==> src/rtl/npc_pkg.sv <==
//============================================================================
// Module      : npc_pkg
// Description : Shared widths, reset constants and fetch-state encoding.
// Revision    : 1.0 - initial release
//============================================================================
`default_nettype none

package npc_pkg;

    localparam int              XLEN             = 32;
    localparam logic [XLEN-1:0] RESET_PC_DEFAULT = 32'h8000_0000;
    localparam logic [XLEN-1:0] INST_NOP         = 32'h0000_0013;

    typedef enum logic [1:0] {
        FETCH_IDLE = 2'd0,
        FETCH_REQ  = 2'd1,
        FETCH_WAIT = 2'd2,
        FETCH_HOLD = 2'd3
    } fetch_state_t;

endpackage

`default_nettype wire

==> src/rtl/ifu_pc_reg.sv <==
//============================================================================
// Module      : ifu_pc_reg
// Description : Word-aligned program counter with redirect load and +4 step.
// Revision    : 1.0 - initial release
//============================================================================
`default_nettype none

module ifu_pc_reg
    import npc_pkg::*;
#(
    parameter logic [XLEN-1:0] RESET_PC = RESET_PC_DEFAULT
) (
    input  logic            clk,
    input  logic            rst,
    input  logic            i_load,
    input  logic [XLEN-1:0] i_load_pc,
    input  logic            i_inc,
    output logic [XLEN-1:0] o_pc
);

    localparam logic [XLEN-1:0] c_pc_align_mask = ~32'd3;
    localparam logic [XLEN-1:0] c_pc_step       = 32'd4;

    logic [XLEN-1:0] r_pc;

    // Load beats increment so a redirect always wins over the fall-through.
    always_ff @(posedge clk or posedge rst) begin
        if (rst) begin
            r_pc <= RESET_PC & c_pc_align_mask;
        end else if (i_load) begin
            r_pc <= i_load_pc & c_pc_align_mask;
        end else if (i_inc) begin
            r_pc <= r_pc + c_pc_step;
        end
    end

    assign o_pc = r_pc;

endmodule

`default_nettype wire

==> src/rtl/ifu_fetch.sv <==
//============================================================================
// Module      : ifu_fetch
// Description : Single-outstanding instruction fetch with redirect squash and
//               a one-entry output register towards decode.
// Revision    : 1.0 - initial release
//============================================================================
`default_nettype none

module ifu_fetch
    import npc_pkg::*;
#(
    parameter logic [XLEN-1:0] RESET_PC = RESET_PC_DEFAULT
) (
    input  logic            clk,
    input  logic            rst,
    input  logic            redirect_valid,
    input  logic [XLEN-1:0] redirect_pc,
    output logic            imem_req_valid,
    input  logic            imem_req_ready,
    output logic [XLEN-1:0] imem_req_addr,
    input  logic            imem_rsp_valid,
    input  logic [XLEN-1:0] imem_rsp_data,
    output logic            inst_valid,
    input  logic            inst_ready,
    output logic [XLEN-1:0] inst,
    output logic [XLEN-1:0] inst_pc
);

    fetch_state_t    r_state;
    fetch_state_t    w_state_next;
    logic            r_drop;
    logic            w_drop_next;
    logic            w_accept;
    logic            w_capture;
    logic            w_release;
    logic [XLEN-1:0] w_pc;
    logic            r_inst_valid;
    logic [XLEN-1:0] r_inst;
    logic [XLEN-1:0] r_inst_pc;

    ifu_pc_reg #(
        .RESET_PC (RESET_PC)
    ) u_pc_reg (
        .clk       (clk),
        .rst       (rst),
        .i_load    (redirect_valid),
        .i_load_pc (redirect_pc),
        .i_inc     (w_capture),
        .o_pc      (w_pc)
    );

    always_ff @(posedge clk or posedge rst) begin
        if (rst) begin
            r_state <= FETCH_IDLE;
            r_drop  <= 1'b0;
        end else begin
            r_state <= w_state_next;
            r_drop  <= w_drop_next;
        end
    end

    // drop marks a fetch already accepted by memory whose data must be thrown away.
    always_comb begin
        w_state_next = r_state;
        w_drop_next  = r_drop;
        case (r_state)
            FETCH_IDLE: begin
                w_state_next = FETCH_REQ;
            end
            FETCH_REQ: begin
                if (imem_req_ready) begin
                    w_state_next = FETCH_WAIT;
                    w_drop_next  = redirect_valid;
                end
            end
            FETCH_WAIT: begin
                if (imem_rsp_valid) begin
                    w_drop_next  = 1'b0;
                    w_state_next = (r_drop || redirect_valid) ? FETCH_REQ : FETCH_HOLD;
                end else if (redirect_valid) begin
                    w_drop_next = 1'b1;
                end
            end
            FETCH_HOLD: begin
                if (redirect_valid || inst_ready) begin
                    w_state_next = FETCH_REQ;
                end
            end
            default: begin
                w_state_next = FETCH_IDLE;
                w_drop_next  = 1'b0;
            end
        endcase
    end

    always_comb begin
        w_accept  = (r_state == FETCH_REQ) && imem_req_ready;
        w_capture = (r_state == FETCH_WAIT) && imem_rsp_valid && !r_drop && !redirect_valid;
        w_release = (r_state == FETCH_HOLD) && (inst_ready || redirect_valid);
        imem_req_valid = (r_state == FETCH_REQ);
        imem_req_addr  = w_pc;
    end

    always_ff @(posedge clk or posedge rst) begin
        if (rst) begin
            r_inst_valid <= 1'b0;
            r_inst       <= '0;
            r_inst_pc    <= '0;
        end else if (w_capture) begin
            r_inst_valid <= 1'b1;
            r_inst       <= imem_rsp_data;
            r_inst_pc    <= w_pc;
        end else if (w_release) begin
            r_inst_valid <= 1'b0;
        end
    end

    assign inst_valid = r_inst_valid;
    assign inst       = r_inst;
    assign inst_pc    = r_inst_pc;

    // Accept is only observed through the state transition; kept for readability of waves.
    logic w_unused;
    assign w_unused = w_accept;

endmodule

`default_nettype wire

==> config.mk <==
export PLATFORM = sky130hd
export DESIGN_NAME = ifu_fetch
export DESIGN_NICKNAME = d
export VERILOG_FILES = /design/src/rtl/npc_pkg.sv /design/src/rtl/ifu_pc_reg.sv /design/src/rtl/ifu_fetch.sv
export SDC_FILE = /design/constraint.sdc
export NUM_CORES = 1
export LEC_CHECK = 0
export BUFFER_PORTS_ARGS = -buffer_cell sky130_fd_sc_hd__buf_2
export CORE_ASPECT_RATIO = 1.5
export CORE_MARGIN = 1.5
export CORE_UTILIZATION = 35
export DETAILED_ROUTE_END_ITERATION = 7
export PLACE_DENSITY = 0.71
export SYNTH_ARGS = -nofsm -noshare
export SYNTH_HDL_FRONTEND = slang
export SYNTH_SLANG_ARGS = --single-unit
export TNS_END_PERCENT = 50
==> constraint.sdc <==
create_clock -name clk -period 9.8 [get_ports clk]
set_input_delay 2.94 -clock clk [delete_from_list [all_inputs] [get_ports clk]]
set_output_delay 2.94 -clock clk [all_outputs]
set_load 0.05 [all_outputs]
==> impl_metrics.py, run 1 <==
metrics = {
    "outcome": {
        "status": "finished clean",
    },
    "worst_setup_path": {
        "path_class": "input port to flop",
        "path_max_fanout": 46,
        "start_kind": "input port",
        "crit_slowest_cell": "buf_4",
        "arrival_ns": 4.97,
        "critPathTopFamily": "buffers and inverters",
        "critPathCaptureType": "flop",
        "cp.buffers_inverters": 2,
        "slowest_delay_ns": 0.58,
        "cp.required_ns": 10.02,
        "crit_chain": "buf_2 > nor2_1 > and3_2 > buf_4 > mux2_2",
    },
    "timing": {
        "tns_ns": 0,
        "skew_ns": 0.0133,
        "min_period_ns": 4.75,
        "rsz0062_at_grt": "no",
        "maxSlewHeadroom_pct": 57.0,
        "tightest_slew_ns": 0.645,
        "max_clock_freq_mhz": 211,
        "fin_crit_sh_pct": 48.4,
        "slew_viol_final": 0,
        "finalHoldViolCount": 0,
        "setup_viol": 0,
    },
    "clock_network": {
        "cts-buffers-inserted": 9,
        "cts_tree": "done",
        "clock_latency_ns": 0.34,
        "clk_pin_slew_worst_paths_ns": 0.07,
        "ctsHtreeMaxLevel": 3,
        "clock_path_buffers": 2,
        "cts_resized": 0,
        "root_buffer": "clkbuf_16",
        "clock_sinks": 96,
        "hold_buffers": 0,
        "cts_setup_buffers": 0,
    },
    "global_routing": {
        "grt-ovfl-total": 0,
        "grt_pass1_wl_um": 17500,
        "grt_max_degree": 53,
        "grt_util_all_layers_pct": 16.7,
        "grt_pass1_vias": 3604,
        "antenna_found_initial": 1,
    },
    "synth": {
        "synth_top_flop_cell": "dfrtp_1",
        "synth_seq_cells": 96,
        "yosys_warnings": 0,
        "postSynthAreaPerCell_um2": 11.6,
        "synthesis.area_um2": 4430,
        "yosysSeqAreaShare_pct": 54.3,
        "yosys-top-cells-area": "dfrtp_1 54%, mux2_2 16%, nand2_1 2.4%, a31oi_1 2.3%, or4_1 2.2%",
        "synth-edff-count": 0,
        "syn_inst": 381,
        "yosys.area.top_type": "dfrtp_1",
        "post-synth-top-area-fraction_pct": 53.7,
        "async_flop_share_pct": 100,
        "synth_cell_types": 52,
    },
    "die": {
        "core_area_um2": 12400,
        "io-pin-count": 168,
        "num_rows": 50,
        "die_area_um2": 13400,
        "die_y_um": 141,
        "initial_utilization_pct": 35.8,
        "fp.dieW_um": 94.9,
    },
    "cells_and_area": {
        "final_cells": 696,
        "syn_to_final_growth_pct": 27.2,
        "ff_latch_area_um2": 2400,
        "utilization_pct": 45.5,
        "multi_input_area_um2": 1860,
        "design_area_um2": 5630,
        "drive_gt1_share_pct": 45.8,
        "finalNetCount": 608,
        "fill_cells": 1189,
    },
    "route": {
        "drc_errors": 0,
        "routed_via_density": 5.20,
        "firstDrtPassIters": 5,
        "wl_per_cell_um": 15.6,
        "ant_nets": 0,
        "via_count": 3616,
        "wl_um": 10900,
        "drt_iter0_drc": 102,
    },
    "flow_run": {
        "drv_cap": 0,
    },
    "power_and_ir_drop": {
        "ir_drop_mv": 0.141,
        "powerDensity_nw_per_um2": 325,
        "p_leak_uw": 0.00270,
        "power.total_uw": 1830,
    },
    "placement": {
        "hpwl_um": 8040,
        "port_buffers": 161,
        "dp.cells": 679,
        "globalplace.congestion": 0.749,
        "place_area_um2": 5320,
    },
    "hold_path": {
        "hold_path.class": "flop to flop",
    },
}
metrics by stage:
| stage | hold slack [ns] | setup slack [ns] |
|---|---|---|
| detailed placement | 0.491 | 4.64 |
| global route | 0.514 | 4.86 |
| CTS | 0.505 | 5.01 |
| finish | 0.503 | 5.05 |
| floorplan | 0.555 | 4.36 |
| global placement | 0.484 | 4.73 |
registers in the layout, indices dropped and copies added, names as in the netlist:
name / count
inst_valid: 1
inst_pc: 30
r_state: 2
inst: 32
r_drop: 1
u_pc_reg.o_pc: 30
Yosys cell counts, drive strengths merged (2+ instances only):
| cell | number |
|---|---|
| or3 | 6 |
| and3 | 5 |
| and2 | 3 |
| nand2 | 28 |
| nand3 | 10 |
| dfrtp | 95 |
| xor2 | 4 |
| o41ai | 2 |
| o31ai | 9 |
| mux2 | 62 |
| clkbuf | 16 |
| and4 | 5 |
| nand4 | 11 |
| ha | 4 |
| a31oi | 16 |
| nor4 | 3 |
| inv | 8 |
| buf | 8 |
| o21ai | 17 |
| or4 | 13 |
| a21oi | 5 |
| a221o | 2 |
| nor2 | 24 |
| xnor2 | 4 |
path summary, 6_finish.rpt:
check / start / depth (start not counted) / slack, ns / end
min: inst[14] / 1 / 0.50 / inst[14]
min in group asynchronous: rst / 2 / 2.65 / inst[0]
max reg2reg: r_state[0] / 6 / 7.06 / u_pc_reg.o_pc[29]
min reg2reg: inst[14] / 1 / 0.50 / inst[14]
max in group asynchronous: rst / 3 / 6.06 / u_pc_reg.o_pc[29]
max: redirect_valid / 5 / 5.05 / inst[24]
kinds of logic after synthesis:
logic type	after synthesis	share of synthesized area [%]
buffers and inverters	34	4.01
DFF	96	54.3
adders and majority gates	4	1.13
muxes	63	16.0
xor gates and xnor gates	8	1.58
AOI/OAI and AO/OA	59	8.62
and+or+nand+nor	116	14.3
other	1	0.0847
metal layers:
metal / part of all wire [%] / GRT usage (%) / wire [µm]
met5: 0 / 0 / 0
met4: 2.2 / 6.44 / 244
met3: 5.7 / 4.15 / 622
met2: 52 / 29.5 / 5700
met1: 40 / 18.9 / 4320
cells in the final DEF (no fill, tap or decap), drive strengths merged, types with 10 or more instances in the layout:
cell type	synthesis	routed
buf	8	164
dfrtp	95	95
mux2	62	62
nand2	28	28
nor2	24	24
o21ai	17	17
a31oi	16	16
or4	13	13
nand4	11	11
clkbuf	16	11
nand3	10	10
layout make-up:
cell class,instances,area share (%)
antenna,1,0.0444
clock buffer,11,4.31
clock inverter,5,1.15
inverter,9,0.644
multi-input combinational,254,33.0
sequential,96,42.7
tap,156,3.46
timing repair buffer,164,14.7
report_power, final:
part	internal [µW]	switching, µW	total [µW]
clock	207	152	359
sequential	533	82.5	616
combinational	223	632	855
total	964	866	1830
(Power assumes the default switching activity.)
==> inputs of run 2 (changes only) <==
==> constraint.sdc (replaced) <==
create_clock -name clk -period 4.75 [get_ports clk]
set_input_delay 1.425 -clock clk [delete_from_list [all_inputs] [get_ports clk]]
set_output_delay 1.425 -clock clk [all_outputs]
set_load 0.05 [all_outputs]
==> impl_metrics.py, run 2 (synthesis results as in run 1) <==
metrics = {
    "outcome": {
        "status": "finished clean",
    },
    "route": {
        "drc_errors": 0,
        "via_count": 3610,
        "wl_per_cell_um": 15.8,
        "ant_nets": 0,
        "routed_via_density": 5.18,
        "drt_iter0_drc": 120,
        "wl_um": 11000,
        "firstDrtPassIters": 4,
    },
    "power_and_ir_drop": {
        "powerDensity_nw_per_um2": 667,
        "p_leak_uw": 0.00269,
        "clockPowerShare_pct": 19.5,
        "ir_drop_mv": 0.309,
        "swShare_pct": 47.6,
        "p_comb_share_pct": 46.9,
        "power.internal_uw": 1980,
        "p_seq_share_pct": 33.6,
        "p_switching_uw": 1790,
    },
    "placement": {
        "dp_slack_ns": 1.25,
        "hpwl_um": 7910,
        "place_area_um2": 5340,
        "globalplace.congestion": 0.739,
        "port_buffers": 161,
    },
    "timing": {
        "finalHoldViolCount": 0,
        "tightest_slew_ns": 0.967,
        "slew_viol_final": 0,
        "skew_ns": 0.00795,
        "min_period_ns": 3.14,
        "max_clock_freq_mhz": 319,
        "tns_ns": 0,
        "layout_setup_ws_ns": 1.61,
        "rsz0062_at_grt": "no",
        "setup_viol": 0,
        "fin_crit_sh_pct": 66.0,
        "maxSlewHeadroom_pct": 35.6,
    },
    "clock_network": {
        "clock_path_buffers": 2,
        "hold_buffers": 0,
        "clock_sinks": 96,
        "cts_setup_buffers": 0,
        "ctsHtreeMaxLevel": 3,
        "cts_tree": "done",
        "root_buffer": "clkbuf_16",
        "cts-buffers-inserted": 9,
        "cts_resized": 0,
        "clock_latency_ns": 0.34,
        "clk_pin_slew_worst_paths_ns": 0.07,
    },
    "die": {
        "num_rows": 50,
        "core_area_um2": 12400,
        "fp.dieW_um": 94.9,
        "die_y_um": 141,
        "io-pin-count": 168,
        "die_area_um2": 13400,
        "initial_utilization_pct": 35.8,
    },
    "cells_and_area": {
        "utilization_pct": 45.6,
        "largest_reg_flops": 32,
        "design_area_um2": 5650,
        "most-common-layout-cells": "161 x buf_2, 95 x dfrtp_1, 62 x mux2_2",
        "drive_gt1_share_pct": 46.1,
        "finalNetCount": 609,
        "syn_to_final_growth_pct": 27.6,
        "layout_commonest_cell": "buf_2",
    },
    "worst_setup_path": {
        "critPathCaptureType": "flop",
        "r2r_start": "r_state[0]",
        "ff2ff_path_depth": 6,
        "r2r_slack_ns": 2.01,
        "path_max_fanout": 17,
        "start_kind": "input port",
        "r2r_end": "u_pc_reg.o_pc[25]",
        "arrival_ns": 3.39,
        "path_class": "input port to flop",
        "cp.required_ns": 5.01,
    },
    "global_routing": {
        "grt_max_degree": 77,
        "grt_util_all_layers_pct": 17.0,
        "antenna_found_initial": 1,
        "grt_pass1_wl_um": 17700,
        "grt-ovfl-total": 0,
        "grt_pass1_vias": 3593,
    },
    "hold_path": {
        "whs_path_depth": 1,
        "hold_path.class": "flop to flop",
        "holdPathEnd": "inst_pc[21]",
        "hold_start": "inst_pc[21]",
    },
    "flow_run": {
        "drv_cap": 0,
    },
}
==> run 2: critical path, stage by stage <==
cell and delay (ns):
buf_2 0.14, nand3b_1 0.24, or4_1 0.81, or4_1 0.59
a31oi_1 0.18
==> run 2: layout make-up <==
class	count	area (µm²)
diodes	1	2.50
clock buffers	9	225
clock inverters	7	78.8
fillers	1201	6740
inverters	9	36.3
multi-input cells	254	1860
flip-flops and latches	96	2400
well taps	156	195
repair buffers	165	848
==> run 2: metal layers <==
metal | up-vias | wire [µm] | track usage [%] | share of wire [%]
met2 | 117 | 5710 | 28.2 | 52
met5 | - | 0 | 0 | 0
met3 | 16 | 639 | 3.56 | 5.8
met4 | 0 | 248 | 6.99 | 2.3
met1 | 1770 | 4420 | 21.4 | 40
li1 | 1707 | - | - | -
==> run 2: worst max-delay path by stage <==
| stage | end | slack, ns | startpoint |
|---|---|---|---|
| global route | u_pc_reg.o_pc[25] | 1.50 | imem_rsp_valid |
| detailed placement | u_pc_reg.o_pc[25] | 1.25 | imem_rsp_valid |
| global placement | u_pc_reg.o_pc[19] | 1.31 | imem_rsp_valid |
| floorplan | inst[0] | 0.82 | rst |
| finish | u_pc_reg.o_pc[25] | 1.61 | imem_rsp_valid |
| CTS | u_pc_reg.o_pc[25] | 1.61 | imem_rsp_valid |
==> run 2: power by group through the flow <==
stage	clock network, µW	registers, µW	logic [µW]
after floorplan	0	2230	408
after global placement	0	1260	1750
after detailed placement	0	1290	1780
after CTS	758	1270	1790
after global routing	792	1310	1860
final	733	1270	1770
==> run 2: per-stage QoR <==
step | instances | hold WS, ns | total power, µW
2_1_floorplan | 384 | 0.555 | 2640
3_3_place_gp | 680 | 0.484 | 3010
3_5_place_dp | 680 | 0.490 | 3070
4_1_cts | 696 | 0.506 | 3820
5_1_grt | 697 | 0.515 | 3960
6_report | 697 | 0.503 | 3770
